==> src/rtl/ofdm_preamble_inserter.sv <==
// OFDM preamble inserter: prepends a repeating short-training preamble to each
// payload frame and appends an optional run of zero samples after it.
module ofdm_preamble_inserter #(
  parameter int unsigned WIDTH_SAMPLE = 16,
  parameter int unsigned PREAMBLE_LEN = 160,
  parameter int unsigned SYMBOL_LEN   = 16,
  parameter int unsigned SR_SYMBOL    = 5,
  parameter int unsigned SR_CTRL      = 6,
  parameter int unsigned SR_GAP       = 7
) (
  input  logic                      clk,
  input  logic                      reset,
  // settings bus
  input  logic                      set_stb,
  input  logic [7:0]                set_addr,
  input  logic [31:0]               set_data,
  // payload sample stream
  input  logic [2*WIDTH_SAMPLE-1:0] i_tdata,
  input  logic                      i_tlast,
  input  logic                      i_tvalid,
  output logic                      i_tready,
  // framed TX sample stream
  output logic [2*WIDTH_SAMPLE-1:0] o_tdata,
  output logic                      o_tlast,
  output logic                      o_tvalid,
  input  logic                      o_tready
);

  localparam int unsigned DW = 2 * WIDTH_SAMPLE;
  localparam int unsigned CW = (PREAMBLE_LEN > 1) ? $clog2(PREAMBLE_LEN) : 1;
  localparam int unsigned SW = (SYMBOL_LEN > 1) ? $clog2(SYMBOL_LEN) : 1;
  localparam int unsigned GW = 16;

  localparam logic [1:0] S_IDLE     = 2'd0;
  localparam logic [1:0] S_PREAMBLE = 2'd1;
  localparam logic [1:0] S_PAYLOAD  = 2'd2;
  localparam logic [1:0] S_GAP      = 2'd3;

  logic [1:0]    state_q,   state_d;
  logic [CW-1:0] cnt_q,     cnt_d;
  logic [SW-1:0] sidx_q,    sidx_d;
  logic [GW-1:0] gcnt_q,    gcnt_d;
  logic [GW-1:0] gap_lat_q, gap_lat_d;

  logic          enable_q;
  logic [GW-1:0] gap_q;
  logic [SW-1:0] wptr_q;
  logic [DW-1:0] sym_tab_q [SYMBOL_LEN];

  logic wr_symbol, wr_ctrl, wr_gap;

  assign wr_symbol = set_stb && (set_addr == 8'(SR_SYMBOL));
  assign wr_ctrl   = set_stb && (set_addr == 8'(SR_CTRL));
  assign wr_gap    = set_stb && (set_addr == 8'(SR_GAP));

  // Control/gap registers and table write pointer; a control write rewinds the pointer
  always_ff @(posedge clk) begin
    if (reset) begin
      enable_q <= 1'b0;
      gap_q    <= '0;
      wptr_q   <= '0;
    end else begin
      if (wr_ctrl) begin
        enable_q <= set_data[0];
        wptr_q   <= '0;
      end else if (wr_symbol) begin
        wptr_q <= (wptr_q == SW'(SYMBOL_LEN - 1)) ? '0 : SW'(wptr_q + 1'b1);
      end
      if (wr_gap) begin
        gap_q <= set_data[GW-1:0];
      end
    end
  end

  // Preamble table storage; deliberately not reset so contents survive reset
  always_ff @(posedge clk) begin
    if (wr_symbol) begin
      sym_tab_q[wptr_q] <= DW'(set_data);
    end
  end

  // FSM state and counters
  always_ff @(posedge clk) begin
    if (reset) begin
      state_q   <= S_IDLE;
      cnt_q     <= '0;
      sidx_q    <= '0;
      gcnt_q    <= '0;
      gap_lat_q <= '0;
    end else begin
      state_q   <= state_d;
      cnt_q     <= cnt_d;
      sidx_q    <= sidx_d;
      gcnt_q    <= gcnt_d;
      gap_lat_q <= gap_lat_d;
    end
  end

  // Next-state and stream outputs; payload is a zero-latency pass-through
  always_comb begin
    state_d   = state_q;
    cnt_d     = cnt_q;
    sidx_d    = sidx_q;
    gcnt_d    = gcnt_q;
    gap_lat_d = gap_lat_q;
    o_tvalid  = 1'b0;
    o_tdata   = '0;
    o_tlast   = 1'b0;
    i_tready  = 1'b0;

    case (state_q)
      S_IDLE: begin
        // enable is only looked at here, so it changes on frame boundaries
        if (i_tvalid) begin
          state_d = enable_q ? S_PREAMBLE : S_PAYLOAD;
        end
      end

      S_PREAMBLE: begin
        // sidx tracks cnt mod SYMBOL_LEN without a divider
        o_tvalid = 1'b1;
        o_tdata  = sym_tab_q[sidx_q];
        if (o_tready) begin
          if (cnt_q == CW'(PREAMBLE_LEN - 1)) begin
            cnt_d   = '0;
            sidx_d  = '0;
            state_d = S_PAYLOAD;
          end else begin
            cnt_d  = CW'(cnt_q + 1'b1);
            sidx_d = (sidx_q == SW'(SYMBOL_LEN - 1)) ? '0 : SW'(sidx_q + 1'b1);
          end
        end
      end

      S_PAYLOAD: begin
        o_tvalid = i_tvalid;
        o_tdata  = i_tdata;
        o_tlast  = i_tlast;
        i_tready = o_tready;
        if (i_tvalid && o_tready && i_tlast) begin
          if (gap_q != '0) begin
            // snapshot the gap so later writes cannot shorten this one
            gap_lat_d = gap_q;
            gcnt_d    = '0;
            state_d   = S_GAP;
          end else begin
            state_d = S_IDLE;
          end
        end
      end

      S_GAP: begin
        o_tvalid = 1'b1;
        o_tlast  = (gcnt_q == GW'(gap_lat_q - 1'b1));
        if (o_tready) begin
          if (gcnt_q == GW'(gap_lat_q - 1'b1)) begin
            gcnt_d  = '0;
            state_d = S_IDLE;
          end else begin
            gcnt_d = GW'(gcnt_q + 1'b1);
          end
        end
      end

      default: begin
        state_d = S_IDLE;
      end
    endcase
  end

endmodule
==> config.mk <==
export PLATFORM = sky130hd
export DESIGN_NAME = ofdm_preamble_inserter
export DESIGN_NICKNAME = d
export VERILOG_FILES = /design/src/rtl/ofdm_preamble_inserter.sv
export SDC_FILE = /design/constraint.sdc
export NUM_CORES = 1
export LEC_CHECK = 0
export ABC_AREA = 1
export ABC_CLOCK_PERIOD_IN_PS = 4800
export CAP_MARGIN = 20
export CORE_ASPECT_RATIO = 0.9
export CORE_MARGIN = 8
export CORE_UTILIZATION = 40
export CTS_BUF_LIST = sky130_fd_sc_hd__clkbuf_8 sky130_fd_sc_hd__clkbuf_16
export CTS_CLUSTER_DIAMETER = 60
export DETAILED_ROUTE_END_ITERATION = 8
export PLACE_DENSITY = 0.53
export SLEW_MARGIN = 0
export SYNTH_ARGS = -nofsm -noshare
export SYNTH_HDL_FRONTEND = slang
export SYNTH_SLANG_ARGS = --single-unit
==> constraint.sdc <==
create_clock -name clk -period 4.8 [get_ports clk]
set_input_delay 0.96 -clock clk [delete_from_list [all_inputs] [get_ports clk]]
set_output_delay 0.96 -clock clk [all_outputs]
set_load 0.03 [all_outputs]
# ---- After elaboration in Yosys (flattened, before gate mapping)
# Memory sizes are Yosys's and may differ from the RTL's. A register that Yosys moved wholly into a read port is not among the register bits.
# Cells that the tools add are included.
dict set report word_totals {
  register_bits 67
  ram_bits 512
  in_bits 78
  output_inout_bits 35
  wordCells 71
  mem_count 1
}
# name depth width read_ports rd_ports_with_merged_regs wr line
set mem_list {}
lappend mem_list {sym_tab_q 16 32 1 1 1 48} ;# logic [DW-1:0] sym_tab_q [SYMBOL_LEN];
dict set report classes {
  add_sub_neg 5
  n_eq_ne 17
  n_mux 26
  n_reduce_logical 14
}
# op n
set ops {}
lappend ops {{$mux 16} 4}
lappend ops {{$pmux 32 s2} 1}
lappend ops {{$pmux 16 s2} 1}
lappend ops {{$eq 8x3->1 const B} 3}
lappend ops {{$mux 4} 5}
lappend ops {{$add 16x1->16 const B} 1}
lappend ops {{$eq 16x16->1} 1}
lappend ops {{$mux 2} 8}
lappend ops {{$reduce_bool 16->1} 1}
lappend ops {{$sub 16x1->16 const B} 1}
lappend ops {{$ne 2x2->1 const B} 7}
lappend ops {{$add 4x1->4 const B} 2}
lappend ops {{$add 8x1->8 const B} 1}
lappend ops {{$eq 4x4->1 const B} 2}
lappend ops {{$eq 8x8->1 const B} 1}
lappend ops {{$mux 8} 1}
lappend ops {{$pmux 2 s4} 1}
lappend ops {{$reduce_and 6->1} 1}
lappend ops {{$logic_and 1x1->1} 5}
lappend ops {{$eq 2x2->1 const B} 2}
lappend ops {{$pmux 1 s2} 2}
lappend ops {{$reduce_and 4->1} 1}
lappend ops {{$reduce_or 2->1} 2}
lappend ops {{$mux 1} 3}
lappend ops {{other kinds (5)} 5}

# ---- Logic depth before layout (Yosys ltp)
dict set report depth {
  word_depth 5
  mapped_depth 17
  mapped_depth_nobuf 17
}

# ---- Least setup slack after synthesis
# OpenSTA, ideal clock, no wires.
dict set report synth_timing {
  kind {input -> register}
  from {input port set_addr[2]}
  to {memory sym_tab_q[11][0] in the netlist's numbering, enable pin}
  setup_ns 0.421
  arrival_time_ns 3.328
  t_required_ns 4.379
  slack_ns 1.051
  cell_stages 8
  path_buffers 0
  cell_sequence {inv_1 > nor2_1 > inv_1 > nor2_1 > inv_1 > nor4_1 > nand3_1 > nor2_1}
}
dict set report synth_via {
  elab_chain_len 4
}
# item line
set synth_lines {}
lappend synth_lines {{start, declared} 15} ;# input logic [7:0] set_addr,
lappend synth_lines {{$eq 8x3->1} 52} ;# assign wr_symbol = set_stb && (set_addr == 8'(SR_SYMBOL));
lappend synth_lines {{$logic_and 1x1->1} 52}
lappend synth_lines {{$mux 1} 77} ;# if (wr_symbol) begin
lappend synth_lines {{$mux 1 (implied by the code)} 78} ;# sym_tab_q[wptr_q] <= DW'(set_data);
lappend synth_lines {{end, declared} 48}
# No other way between the ends.

==> impl_metrics.json <==
{
  "status": "finished, final reports clean",
  "rsz0062_at_grt": "false",
  "synth-seq-cells": 583,
  "use_met1_pct": 25.6,
  "synth_area_mm2": 0.0240,
  "rows": 85,
  "synth_cell_types": 40,
  "cpPeakStageDelay_ps": 700,
  "fp.dieH_um": 248,
  "cp-start-kind": "flop",
  "cts_tree": "yes",
  "fin_crit_sh_pct": 94.4,
  "setup_viol": 0,
  "port_buffers": 112,
  "initial_core_util_pct": 40.3,
  "area_growth_pct": 17.7,
  "crit_family": "buffers and inverters",
  "min_path_type": "flop to flop",
  "cp.required_ps": 3840,
  "cts_sinks": 583,
  "skew_ps": 20.8,
  "cts.hold.buffers_added": 0,
  "ctsHtreeMaxLevel": 2,
  "first_global_vias": 16000,
  "clk_path_buf_depth": 3,
  "drtPass1Iterations": 6,
  "grt_antenna_before_repair": 1,
  "synth_area_per_cell_um2": 11.4,
  "crit_arrival_ps": 3570,
  "hold_violations": 0,
  "max_freq_mhz": 221,
  "power_frac_seq_pct": 46.7,
  "synth_edf_count": 512,
  "gp_congestion": 0.780,
  "slew_violations": 0,
  "design_area_mm2": 0.0282,
  "synthTopCellsByArea": "edfxtp_1, o21ai_0, nor2_1",
  "nFillCells": 5369,
  "cts_setup_buffers": 0,
  "busiest_layer": "met2",
  "cp-end-kind": "output pin",
  "synthCells": 2109,
  "crit_type": "flop to output pin",
  "p_comb_share_pct": 14.4,
  "cts_buffers": 60,
  "p_leak_nw": 9.62,
  "maxCapViolations": 0,
  "cts_root_buf": "clkbuf_16",
  "drt_wl_total_um": 65400,
  "max_slew_margin_pct": 35.5,
  "worst_slew_pin_slew_ps": 967,
  "post_cts_resized": 0,
  "via_count": 16500,
  "synth_area_leader_cell": "edfxtp_1",
  "crit_chain": "inv_6, buf_4, o21ai_0, o22ai_1, o21ai_0, o22ai_1, nand2_1, a21oi_1, clkdlybuf4s50_1",
  "coreArea_mm2": 0.0596,
  "seq_area_frac_synth_pct": 70.0,
  "p_switching_mw": 3.14,
  "grt_util_met2_pct": 30.7,
  "routedWlPerCell_um": 21.5,
  "cp_max_fo": 71,
  "synth_fp_nets": 2200,
  "internal-power_mw": 8.74,
  "cp_slowest_cell": "clkdlybuf4s50_1",
  "routed_via_density": 5.40,
  "route.detailed.drc": 0,
  "tns_ps": 0,
  "grt_pass1_wl_um": 98500,
  "die-area_mm2": 0.0681,
  "synth_top_area_share_pct": 64.1,
  "drive_above_1_share_pct": 8.66,
  "clk_pin_slew_ps": 60,
  "crit_buf_inv": 3,
  "track_usage_pct": 18.8,
  "grt_overflow": 0,
  "fin_crit_ps": 4530,
  "peakVddDrop_uv": 304,
  "p_per_area_mw_per_mm2": 421,
  "hold_start": "cnt_q[4]",
  "ys.flop_type": "edfxtp_1",
  "nNetsFinal": 2308,
  "clockPowerShare_pct": 38.9,
  "p_sw_share_pct": 26.4,
  "die_w_um": 274,
  "use_met3_pct": 2.87,
  "ys_warn_count": 0,
  "clk_latency_ps": 630,
  "grt_max_degree": 137,
  "boundaryPins": 113,
  "placed_cell_area_mm2": 0.0263,
  "synthTopCellsByCount": "edfxtp_1, nor2_1, o21ai_0, nand2_1, o22ai_1",
  "r2r_start": "state_q[0]",
  "antenna-diode-count": 0,
  "async_flop_share_pct": 0,
  "post-dp-hpwl_um": 37200,
  "whs_ps": 471,
  "dr.first_iter.drc_count": 1380,
  "synth.most_common_cell": "edfxtp_1",
  "ant_nets": 0
}
cells in the final DEF, fill, tap and decap left out, types with 3 or more instances in the layout:
cell type and n:
bufinv_16 7, clkbuf_16 60, nand3_1 24, o21ai_1 27, clkinv_1 6, ha_1 11
inv_1 99, nor4_1 4, nand2_1 177, nor3b_1 5, o22ai_1 144, buf_12 12
nor2_1 420, dfxtp_1 67, inv_6 5, nor3_1 6, edfxtp_1 512, clkinv_2 7
nand3b_1 3, nor2_2 14, clkinvlp_4 3, a211oi_1 3, nor2_4 18, nand2_2 5
clkdlybuf4s50_1 111, a21oi_1 66, xnor2_1 5, o32ai_1 8, xor2_1 22, o21ai_0 341
buf_4 48
worst register-to-register path: stages (launching register included):
cell and delay [ps]:
dfxtp_1 330, inv_1 130, ha_2 460, buf_4 470, nand2_1 200, nor2_1 530
inv_1 490, o21ai_0 300, a21oi_1 70
path summary, 6_finish.rpt:
kind	end	slack, ps	depth (start not counted)
min	cnt_q[4]	470	2
min reg2reg	cnt_q[4]	470	2
max	o_tdata[3]	270	9
max reg2reg	gap_lat_q[0]	1690	8
state kept, by name (all words and copies together) (netlist names), named ones only:
name,flops
gap_q,16
gap_lat_q,16
state_q,2
sidx_q,4
wptr_q,4
sym_tab_q,512
cnt_q,8
enable_q,1
gcnt_q,16
layout make-up:
class | instances | area [µm²] | share of cell area [%]
sequential | 583 | 16800 | 59.5
tap | 783 | 980 | 3.47
multi-input combinational | 1317 | 6460 | 22.9
clock buffer | 62 | 1530 | 5.42
inverter | 84 | 322 | 1.14
clock inverter | 46 | 424 | 1.50
timing repair buffer | 171 | 1710 | 6.06
power by group through the flow:
| stage | Sequential [mW] | Clock (mW) | Combinational [mW] |
|---|---|---|---|
| after floorplan | 5.65 | 0 | 1.05 |
| after global placement | 5.66 | 0 | 1.72 |
| after detailed placement | 5.66 | 0 | 1.73 |
| after CTS | 5.55 | 4.70 | 1.74 |
| after global routing | 5.55 | 4.89 | 1.88 |
| final | 5.55 | 4.62 | 1.71 |
logic make-up after synthesis:
logic type	Yosys count	synth area share (%)
AND/OR/NAND/NOR	684	11.4
buffers and inverters	209	3.59
AO/OA/AOI/OAI	592	13.3
XOR/XNOR	27	0.986
flip-flops	583	70.0
multiplexers	1	0.0417
adder cells (fa/ha/maj)	13	0.678
metal layers:
layer  up-vias  part of all wire [%]
li1       7770                     -
met1      8174                    45
met2       410                    47
met3        99                   5.1
met4         2                   3.3
met5         -                 0.020
stage by stage:
stage / setup WS [ps] / std cells / power (mW) / utilization [%]
after CTS: 232 / 3046 / 12.0 / 47.4
after detailed placement: 907 / 2938 / 7.40 / 44.1
after global placement: 942 / 2938 / 7.38 / 44.1
after global routing: 29.8 / 3046 / 12.3 / 47.4
after floorplan: 1050 / 2109 / 6.69 / -
final: 268 / 3046 / 11.9 / 47.4
(Power assumes the default switching activity.)
